## src/rtl/pb_pkg.sv

```systemverilog
// pb_pkg: constants shared by the pushbutton conditioner and the I/O driver address map.
`default_nettype none

package pb_pkg;

    localparam int NUM_PB       = 21;
    localparam int PB_BASE_ADDR = 10;
    localparam int SYNC_DEPTH   = 2;

endpackage

`default_nettype wire

```

## src/rtl/pb_debounce_cell.sv

```systemverilog
// ============================================================================
// pb_debounce_cell: one button - 2-flop synchroniser, tick-sampled window,
// debounced level and, with PB_STICKY_EN defined, a press-latching sticky bit.
// Revision: 1.0
// ============================================================================
`default_nettype none

module pb_debounce_cell
    import pb_pkg::*;
#(
    parameter int STABLE_SAMPLES = 4
) (
    input  logic clk,
    input  logic nrst,
    input  logic i_raw,
    input  logic i_tick,
    input  logic i_clr,
    output logic o_pb,
    output logic o_level
);

    logic [SYNC_DEPTH-1:0]     r_sync;
    logic [STABLE_SAMPLES-2:0] r_win;
    logic [STABLE_SAMPLES-1:0] w_next_win;
    logic                      r_lvl;

    // Level decision looks at the window including the sample taken this tick.
    assign w_next_win = {r_win, r_sync[SYNC_DEPTH-1]};

    always_ff @(posedge clk or negedge nrst) begin
        if (!nrst) begin
            r_sync <= '0;
            r_win  <= '0;
            r_lvl  <= 1'b0;
        end else begin
            r_sync <= {r_sync[SYNC_DEPTH-2:0], i_raw};
            if (i_tick) begin
                r_win <= w_next_win[STABLE_SAMPLES-2:0];
                if (&w_next_win) begin
                    r_lvl <= 1'b1;
                end else if (~|w_next_win) begin
                    r_lvl <= 1'b0;
                end
            end
        end
    end

    assign o_level = r_lvl;

`ifdef PB_STICKY_EN
    logic r_lvl_d;
    logic r_sticky;

    // A rising level sets the bit one cycle later; set beats a coincident read clear.
    always_ff @(posedge clk or negedge nrst) begin
        if (!nrst) begin
            r_lvl_d  <= 1'b0;
            r_sticky <= 1'b0;
        end else begin
            r_lvl_d <= r_lvl;
            if (r_lvl && !r_lvl_d) begin
                r_sticky <= 1'b1;
            end else if (i_clr) begin
                r_sticky <= 1'b0;
            end
        end
    end

    assign o_pb = r_lvl | r_sticky;
`else
    logic w_unused_clr;
    assign w_unused_clr = i_clr;
    assign o_pb         = r_lvl;
`endif

endmodule

`default_nettype wire

```

## src/rtl/pb_conditioner.sv

```systemverilog
// ============================================================================
// pb_conditioner: synchronises and debounces the pushbutton bank against a
// shared sample tick. Optional press latching under macro PB_STICKY_EN.
// Revision: 1.0
// ============================================================================
`default_nettype none

module pb_conditioner
    import pb_pkg::*;
#(
    parameter int NUM_PB         = pb_pkg::NUM_PB,
    parameter int TICK_DIV       = 50000,
    parameter int STABLE_SAMPLES = 4,
    parameter int PB_BASE        = PB_BASE_ADDR
) (
    input  logic              clk,
    input  logic              nrst,
    input  logic [NUM_PB-1:0] pb_raw,
    input  logic              read_en,
    input  logic [7:0]        addr,
    output logic [NUM_PB-1:0] pb,
    output logic [NUM_PB-1:0] pb_level,
    output logic              any_pb
);

    localparam int                CNT_W       = (TICK_DIV > 1) ? $clog2(TICK_DIV) : 1;
    localparam logic [CNT_W-1:0]  C_TICK_LAST = CNT_W'(TICK_DIV - 1);

    logic [CNT_W-1:0]  r_div_cnt;
    logic              w_tick;
    logic [NUM_PB-1:0] w_clr;

    assign w_tick = (r_div_cnt == C_TICK_LAST);

    always_ff @(posedge clk or negedge nrst) begin
        if (!nrst) begin
            r_div_cnt <= '0;
        end else if (w_tick) begin
            r_div_cnt <= '0;
        end else begin
            r_div_cnt <= r_div_cnt + 1'b1;
        end
    end

    generate
        for (genvar gi = 0; gi < NUM_PB; gi++) begin : g_pb
            // Compare in int so a base near the top of the page cannot alias.
            assign w_clr[gi] = read_en && (int'(addr) == PB_BASE + gi);

            pb_debounce_cell #(
                .STABLE_SAMPLES(STABLE_SAMPLES)
            ) u_cell (
                .clk     (clk),
                .nrst    (nrst),
                .i_raw   (pb_raw[gi]),
                .i_tick  (w_tick),
                .i_clr   (w_clr[gi]),
                .o_pb    (pb[gi]),
                .o_level (pb_level[gi])
            );
        end
    endgenerate

    assign any_pb = |pb;

endmodule

`default_nettype wire

```

## config.mk

```make
export PLATFORM = sky130hd
export DESIGN_NAME = pb_conditioner
export DESIGN_NICKNAME = d
export VERILOG_FILES = /design/src/rtl/pb_pkg.sv /design/src/rtl/pb_debounce_cell.sv /design/src/rtl/pb_conditioner.sv
export SDC_FILE = /design/constraint.sdc
export NUM_CORES = 1
export LEC_CHECK = 0
export CORE_ASPECT_RATIO = 1.75
export CORE_UTILIZATION = 35
export DETAILED_ROUTE_END_ITERATION = 8
export HOLD_SLACK_MARGIN = 0.06
export SYNTH_ARGS = -nofsm -noshare
export SYNTH_HDL_FRONTEND = slang
export SYNTH_SLANG_ARGS = --single-unit
export TNS_END_PERCENT = 30
```

## constraint.sdc

```tcl
create_clock -name clk -period 2.3 [get_ports clk]
set_input_delay 0.345 -clock clk [delete_from_list [all_inputs] [get_ports clk]]
set_output_delay 0.345 -clock clk [all_outputs]
set_load 0.02 [all_outputs]
```

# [Yosys cells after proc, flatten, opt, wreduce, memory -nomap -nowiden]
# Index checks and enable logic that the tools add are counted.
[op_classes] n_addsub=1 n_eq_ne=22 muxes=43 n_reduce_logical=64
[ops] operator="AND reduction 4 bit" n=21
[ops] operator="OR reduction 4 bit" n=21
[ops] operator="2-to-1 mux 1 bit" n=42
[ops] operator="!= test 2 x 1 -> 1 bit, second input constant" n=21
[ops] operator="AND reduction 2 bit" n=21
[ops] operator="OR reduction 21 bit" n=1
[ops] operator="adder 16 x 1 -> 16 bit, second input constant" n=1
[ops] operator="== test 16 bit, second input constant" n=1
[ops] operator="2-to-1 mux 16 bit" n=1
[totals] reg_bits=142 inputBits=32 output_inout_bits=43 word_cells=194

# [Depth between registers and ports, before layout]
# Gate-level depths: netlist of run 1.
[logic_depth] ltp_word=3 ltp_mapped=9 mapped_depth_nobuf=5

# [Modules after synthesis]
# A second synthesis of run 1 with hierarchy kept.
[hier_totals] hier_cells=449 hier_area_um2=5768.0
[by_module_without_submodules] mod="pb_debounce_cell" instances=21 cells_each=16 area_each_um2=226.5 seq_area_each_um2=150.1
[by_module_without_submodules] mod="pb_conditioner" instances=1 cells_each=113 area_each_um2=1012.2 seq_area_each_um2=400.4

# [Least setup slack after synthesis of run 1]
# Ideal clock, no wire load.
[synth_timing] kind="register -> output" from="reg g_pb[3].u_cell.r_lvl" to="out any_pb" arrival_time_ns=1.475 t_required_ns=1.955 path_slack_ns=0.480 stages_incl_launch_ff=3 n_path_buf=0 cell_sequence="dfrtp_1 > or4_1 > or4_1"
[synth_via] elab_chain_len=1
[synth_lines] element="from (decl)" line_no="pb_debounce_cell.sv:25" text="logic r_lvl;"
[synth_lines] element="from (signal assigned)" line_no="pb_debounce_cell.sv:34" text="r_lvl <= 1'b0;"
[synth_lines] element="from (signal assigned)" line_no="pb_debounce_cell.sv:40" text="r_lvl <= 1'b1;"
[synth_lines] element="from (signal assigned)" line_no="pb_debounce_cell.sv:42" text="r_lvl <= 1'b0;"
[synth_lines] element="OR reduction 21 bit" line_no="pb_conditioner.sv:64" text="assign any_pb = |pb;"
[synth_lines] element="to (decl)" line_no="pb_conditioner.sv:23" text="output logic any_pb"
# Every way passes these cells.

# [Final worst setup path of run 1]
[layout_timing] from="reg g_pb[9].u_cell.r_lvl" to="out any_pb"
[layout_via] elab_chain_len=1
[layout_lines] element="from (decl)" line_no="pb_debounce_cell.sv:25"
[layout_lines] element="from (signal assigned)" line_no="pb_debounce_cell.sv:34"
[layout_lines] element="from (signal assigned)" line_no="pb_debounce_cell.sv:40"
[layout_lines] element="from (signal assigned)" line_no="pb_debounce_cell.sv:42"
[layout_lines] element="OR reduction 21 bit" line_no="pb_conditioner.sv:64"
# Every way passes these cells.

==> flow_metrics.py, run 1 <==
metrics = {
    "die": {
        "dieHeight_um": 168,
        "io_pins": 75,
        "die_w_um": 97,
        "core_mm2": 0.0154,
        "die_area_mm2": 0.0163,
        "start_util_pct": 35.9,
        "rows": 60,
    },
    "power": {
        "swShare_pct": 21.3,
        "power_switching_mw": 1.10,
        "cellPowerDensity_mw_per_mm2": 755,
        "p_seq_share_pct": 49.5,
        "p_leak_nw": 3.03,
        "p_int_mw": 4.07,
        "p_clk_share_pct": 48.7,
        "ir_drop_uv": 456,
        "p_comb_share_pct": 1.8,
    },
    "yosys": {
        "syn_inst": 500,
        "ys_types": 27,
        "synth_warnings": 0,
        "ys_seq_area_share_pct": 64.3,
        "synth.area.top_cells": "dfrtp_1, nand2_1, buf_4",
        "synth_top_area_share_pct": 64.3,
        "syn_nets": 533,
        "synth_top_area_cell": "dfrtp_1",
        "syn_area_mm2": 0.00553,
        "ys_ff_latch": 142,
        "syn_area_per_cell_um2": 11.1,
    },
    "clock_network": {
        "clock_latency_ns": 0.41,
        "clkTransAtPathRegs_ns": 0.06,
        "htree_levels": 4,
        "numCtsBuffers": 17,
        "cts_tree": "built",
        "cts.sinks": 142,
        "cts_root_buffer": "clkbuf_16",
        "cts_max_path_buffers": 2,
    },
    "sta": {
        "slew_headroom_pct": 67.3,
        "fin_crit_sh_pct": 99.1,
        "setup_slack_ns": 0.0217,
        "maxSlewViolCount": 0,
        "setup_viol": 0,
        "fmax_mhz": 439,
        "rsz0062_at_grt": "true",
        "finalHoldViolations": 0,
        "finClkSkew_ns": 0.0103,
        "finalCriticalPeriod_ns": 2.28,
        "tightest_slew_ns": 0.491,
    },
    "finish": {
        "syn_to_final_growth_pct": 23.8,
        "instances_no_fill": 751,
        "final_nets": 585,
        "num-fill-cells": 1411,
        "regArea_mm2": 0.00355,
        "num_antenna_cells": 0,
        "final_util_pct": 44.5,
        "layout-drive-gt1-share_pct": 11.9,
        "multi_input_area_mm2": 0.00149,
    },
    "setup_path": {
        "startpoint_type": "flop",
        "path_max_fanout": 2,
        "worstPathRequired_ns": 1.96,
        "cp-end-kind": "primary output",
        "rr_worst_depth": 5,
        "cp.arrival_ns": 1.93,
        "critical_path_class": "flop to primary output",
    },
    "detailed_routing": {
        "drc": 0,
        "wl_per_cell_um": 14.3,
        "final_antenna_net_count": 0,
        "num_vias": 3773,
        "drt_first_pass_iters": 4,
        "drt_first_iter_violations": 177,
        "drt_wl_total_mm": 10.7,
        "via_per_inst": 5.02,
    },
    "placed_design": {
        "hpwl_mm": 7.25,
        "place_congestion": 0.765,
        "portBuffers": 65,
        "place_ws_ns": -0.0685,
        "dp.cells": 718,
    },
    "run": {
        "drv_cap": 0,
    },
    "global_route": {
        "grt_pass1_vias": 3965,
        "grt_max_degree": 74,
        "antenna_found_initial": 0,
        "grt_pass1_wl_mm": 18.8,
        "grt.overflow.total": 0,
        "grt.total_usage_pct": 14.4,
    },
    "worst_hold_path": {
        "min_path_type": "flop to flop",
        "hold-path-cell-count": 0,
    },
    "status": {
        "status": "complete, no violations",
    },
}
==> cell usage after synthesis (all sizes together) <==
| master | count |
|---|---|
| dfrtp | 142 |
| nand2 | 108 |
| buf | 57 |
| o21ai | 43 |
| inv | 23 |
| a21oi | 22 |
| a41oi | 21 |
| o41ai | 21 |
| nor2 | 10 |
| nand3 | 9 |
| xor2 | 7 |
| clkbuf | 6 |
| nand4 | 5 |
| nor4 | 5 |
| xnor2 | 4 |
| and3 | 3 |
| nor3 | 3 |
| or4 | 3 |
| nor4b | 2 |
| a21o | 1 |
| a31o | 1 |
| and2 | 1 |
| and4 | 1 |
| and4b | 1 |
| ha | 1 |
==> registers in the layout, indices dropped and copies added (netlist names) <==
signal and count:
g_pb.u_cell.o_level 21, g_pb.u_cell.r_sync 42, g_pb.u_cell.r_win 63, r_div_cnt 16
==> power by group through the flow <==
stage / combinational (mW) / clock, mW / sequential [mW]
2_1_floorplan: 0.000584 / 0 / 2.60
3_3_place_gp: 0.0944 / 0 / 2.60
3_5_place_dp: 0.0967 / 0 / 2.60
4_1_cts: 0.0986 / 2.59 / 2.56
5_1_grt: 0.107 / 2.70 / 2.56
6_report: 0.0928 / 2.52 / 2.56
==> metal layers <==
layer	global-route usage, %	up-vias	wire, um
li1	-	1788	-
met2	26.1	69	5930
met1	16.2	1899	4260
met5	0	-	0
met3	3.11	17	339
met4	6.29	0	202
==> cell families after synthesis <==
kind of cell	count (synthesis)	share of synthesized area, %
simple gates	151	11.7
flops	142	64.3
compound gates	109	12.8
buf+inv	86	9.17
fa+ha+maj	1	0.226
xor+xnor	11	1.74
==> path summary, 6_finish.rpt <==
kind | startpoint | end | slack (ns)
max | g_pb[9].u_cell.o_level | any_pb | 0.02
min | g_pb[5].u_cell.r_sync[0] | g_pb[5].u_cell.r_sync[1] | 0.35
max reg2reg | r_div_cnt[5] | g_pb[6].u_cell.o_level | 0.21
min reg2reg | g_pb[5].u_cell.r_sync[0] | g_pb[5].u_cell.r_sync[1] | 0.35
max in group asynchronous | nrst | g_pb[14].u_cell.o_level | 1.22
min in group asynchronous | nrst | g_pb[11].u_cell.r_sync[0] | 0.45
==> placed cells by master, fill, tap and decap left out <==
cell,count
or4_1,2
nand2_1,108
o21ai_1,2
nor2_1,10
xor2_1,7
buf_4,27
clkinvlp_4,3
and4b_1,1
dlygate4sd3_1,1
bufinv_16,1
clkinv_2,2
clkbuf_1,3
xnor2_1,4
nor4b_1,2
or4_4,1
inv_6,1
nand3_1,9
buf_12,3
nor4_1,2
o21ai_0,41
a31o_2,1
o41ai_1,21
and4_2,1
nor4_2,3
a21oi_1,22
clkdlybuf4s50_1,63
clkinv_4,5
dfrtp_1,142
and3_1,3
nand4_1,5
clkbuf_16,17
a41oi_1,21
nor3_1,3
inv_1,23
buf_6,2
and2_1,1
a21o_1,1
ha_1,1
==> repair_timing <==
action	in CTS	in global routing
pin swaps	3	3
hold buffers	1	0
setup endpoints to repair	1	1
hold endpoints to repair	49	0
buffers inserted	0	1
gates resized for setup	10	0
==> through the flow <==
step           hold slack, ns  instance area (um^2)  setup TNS (ns)  total power [mW]
6_report                0.345                  6840               0              5.17
5_1_grt                 0.350                  6840         -0.0968              5.37
4_1_cts                 0.348                  6830          -0.141              5.24
3_5_place_dp            0.335                  6260         -0.0685              2.70
3_3_place_gp            0.324                  6260         -0.0890              2.69
2_1_floorplan          0.0494                  5530               0              2.60
==> worst max-delay path, stage by stage, from the launching register on <==
cell     delay (ns)
dfrtp_1        0.39
nor4_2         0.30
nand4_1        0.22
or4_4          0.47
buf_6          0.15
==> cell type report <==
cell class                 count  area share [%]
clock buffer                  20            6.38
tap                          186            3.40
clock inverter                12            1.68
inverter                      23            1.26
timing repair buffer          96            13.5
multi-input combinational    272            21.8
sequential                   142            51.9
Note: power is estimated with default switching activity, not from simulation.
==> inputs of run 2 (changes only) <==
--- a/config.mk
+++ b/config.mk
@@ -6,9 +6,10 @@
 export NUM_CORES = 1
 export LEC_CHECK = 0
 export CORE_ASPECT_RATIO = 1.75
-export CORE_UTILIZATION = 35
+export CORE_UTILIZATION = 45
 export DETAILED_ROUTE_END_ITERATION = 8
 export HOLD_SLACK_MARGIN = 0.06
+export PLACE_DENSITY = 0.67
 export SYNTH_ARGS = -nofsm -noshare
 export SYNTH_HDL_FRONTEND = slang
 export SYNTH_SLANG_ARGS = --single-unit
==> constraint.sdc (replaced) <==
create_clock -name clk -period 2.8 [get_ports clk]
set_input_delay 0.42 -clock clk [delete_from_list [all_inputs] [get_ports clk]]
set_output_delay 0.42 -clock clk [all_outputs]
set_load 0.02 [all_outputs]
==> run 2 against run 1 <==
Cell count down 5.9%. Critical path depth is the same. Register-to-register slack improved by 0.48 ns. Power decreased by 13%. Clock skew is 0.0031 ns lower. Die area shrank 22%. Global-route usage rose by 3.6 points. Count of clock-buffer cells in the layout is 3 lower. Largest cell class unchanged. Largest power group is now the clock network.
==> flow_metrics.py, run 2 (synthesized netlist as in run 1, its figures left out) <==
metrics = {
    "status": {
        "status": "complete, no violations",
    },
    "global_route": {
        "grt_max_degree": 84,
        "grt.overflow.total": 0,
        "grt_pass1_wl_mm": 17.6,
        "antenna_found_initial": 0,
        "grt.total_usage_pct": 18.0,
        "grt_pass1_vias": 3692,
    },
    "worst_hold_path": {
        "min_path_type": "input port to async pin",
    },
    "sta": {
        "finalHoldViolations": 0,
        "maxSlewViolCount": 0,
        "finalCriticalPeriod_ns": 2.60,
        "finalHoldWorstSlack_ns": 0.0481,
        "rsz0062_at_grt": "false",
        "slew_headroom_pct": 51.9,
        "setup_slack_ns": 0.203,
        "finClkSkew_ns": 0.00716,
        "tightest_slew_ns": 0.722,
        "fin_crit_sh_pct": 92.8,
        "fmax_mhz": 385,
        "setup_tns_ns": 0,
        "setup_viol": 0,
    },
    "finish": {
        "regMostFlops": "g_pb.u_cell.r_win",
        "largest_reg_flops": 63,
        "layout-drive-gt1-share_pct": 8.30,
        "final_common_cell": "dfrtp_1",
        "instances_no_fill": 707,
        "final_util_pct": 55.6,
        "num_antenna_cells": 0,
        "final_nets": 563,
        "syn_to_final_growth_pct": 20.8,
        "layout_common_cells": "dfrtp_1, nand2_1, clkdlybuf4s50_1, o21ai_0, inv_1",
    },
    "detailed_routing": {
        "drt_first_pass_iters": 4,
        "num_vias": 3674,
        "drt_first_iter_violations": 133,
        "drc": 0,
        "via_per_inst": 5.20,
        "wl_per_cell_um": 14.5,
        "final_antenna_net_count": 0,
        "drt_wl_total_mm": 10.3,
    },
    "die": {
        "core_mm2": 0.0120,
        "start_util_pct": 46.1,
        "die_w_um": 85.8,
        "dieHeight_um": 149,
        "io_pins": 75,
        "rows": 53,
        "die_area_mm2": 0.0127,
    },
    "clock_network": {
        "cts_max_path_buffers": 2,
        "cts_tree": "built",
        "clkTransAtPathRegs_ns": 0.06,
        "post_cts_buffers": 0,
        "htree_levels": 4,
        "cts.sinks": 142,
        "clock_latency_ns": 0.41,
        "numCtsBuffers": 17,
        "cts_root_buffer": "clkbuf_16",
    },
    "setup_path": {
        "worstPathRequired_ns": 2.38,
        "startpoint_type": "flop",
        "critical_path_class": "flop to primary output",
        "timing.critical_path.from": "g_pb[4].u_cell.o_level",
        "cp.arrival_ns": 2.18,
        "rr_worst_depth": 5,
        "path_delay_family": "simple AND/OR/NAND/NOR gates",
        "crit_chain": "nor4_2, nand4_1, or4_1, dlygate4sd2_1",
        "crit_cells": 4,
        "cp-endpoint": "any_pb",
        "cp-end-kind": "primary output",
        "slowest_delay_ns": 0.44,
        "path_max_fanout": 5,
        "r2r-end": "g_pb[7].u_cell.o_level",
        "cp_num_buf_inv": 1,
        "r2r-start": "r_div_cnt[11]",
        "slowest_stage": "or4_1",
        "regToRegSetupSlack_ns": 0.69,
    },
    "power": {
        "p_leak_nw": 2.93,
        "ir_drop_uv": 455,
        "cellPowerDensity_mw_per_mm2": 674,
    },
    "placed_design": {
        "hpwl_mm": 6.66,
        "portBuffers": 65,
        "dp.cells": 676,
        "place_ws_ns": 0.267,
        "place_congestion": 0.788,
    },
    "run": {
        "drv_cap": 0,
    },
}
[run 2: what timing repair did]
item                       CTS  global route
resized for setup            3             0
hold buffers                 0             0
setup endpoints to repair    1             0
[run 2: power breakdown]
part	internal (mW)	total [mW]	switching, mW
logic	0.0306	0.0723	0.0416
clock network	1.49	2.33	0.838
registers	2.08	2.10	0.0170
[run 2: worst min path at each step]
stage	to	slack (ns)	depth (start not counted)
3_3_place_gp	g_pb[1].u_cell.r_sync[1]	0.33	0
4_1_cts	g_pb[18].u_cell.r_win[1]	0.08	1
3_5_place_dp	g_pb[12].u_cell.r_sync[1]	0.33	0
6_report	g_pb[18].u_cell.r_sync[0]	0.05	1
5_1_grt	g_pb[19].u_cell.r_sync[1]	0.12	1
2_1_floorplan	g_pb[0].u_cell.o_level	0.12	0
[run 2: area by class of cell]
class	count	area, um^2
Clock inverter	14	193
Clock buffer	17	425
Inverter	23	86.3
Tap cell	165	206
Sequential cell	142	3550
Fill cell	994	5330
Timing Repair Buffer	74	731
Multi-Input combinational cell	272	1480
[run 2: through the flow]
| step | power (mW) | area (um^2) |
|---|---|---|
| after global placement | 2.21 | 6050 |
| after global routing | 4.66 | 6680 |
| final | 4.50 | 6680 |
| after CTS | 4.57 | 6680 |
| after detailed placement | 2.21 | 6050 |
| after floorplan | 2.13 | 5530 |
[run 2: per-layer routing]
| metal | share of wire [%] | GRT usage [%] |
|---|---|---|
| met1 | 43 | 22.0 |
| met2 | 52 | 29.6 |
| met3 | 3.8 | 5.11 |
| met4 | 1.9 | 7.92 |
| met5 | 0 | 0 |
[run 2: worst reg2reg max path, delay by kind of cell (launching register included)]
kind | cells | cell delay [ns]
AND/OR/NAND/NOR | 2 | 0.75
AO/OA/AOI/OAI | 2 | 0.46
flip-flops | 1 | 0.44
buffers and inverters | 1 | 0.33
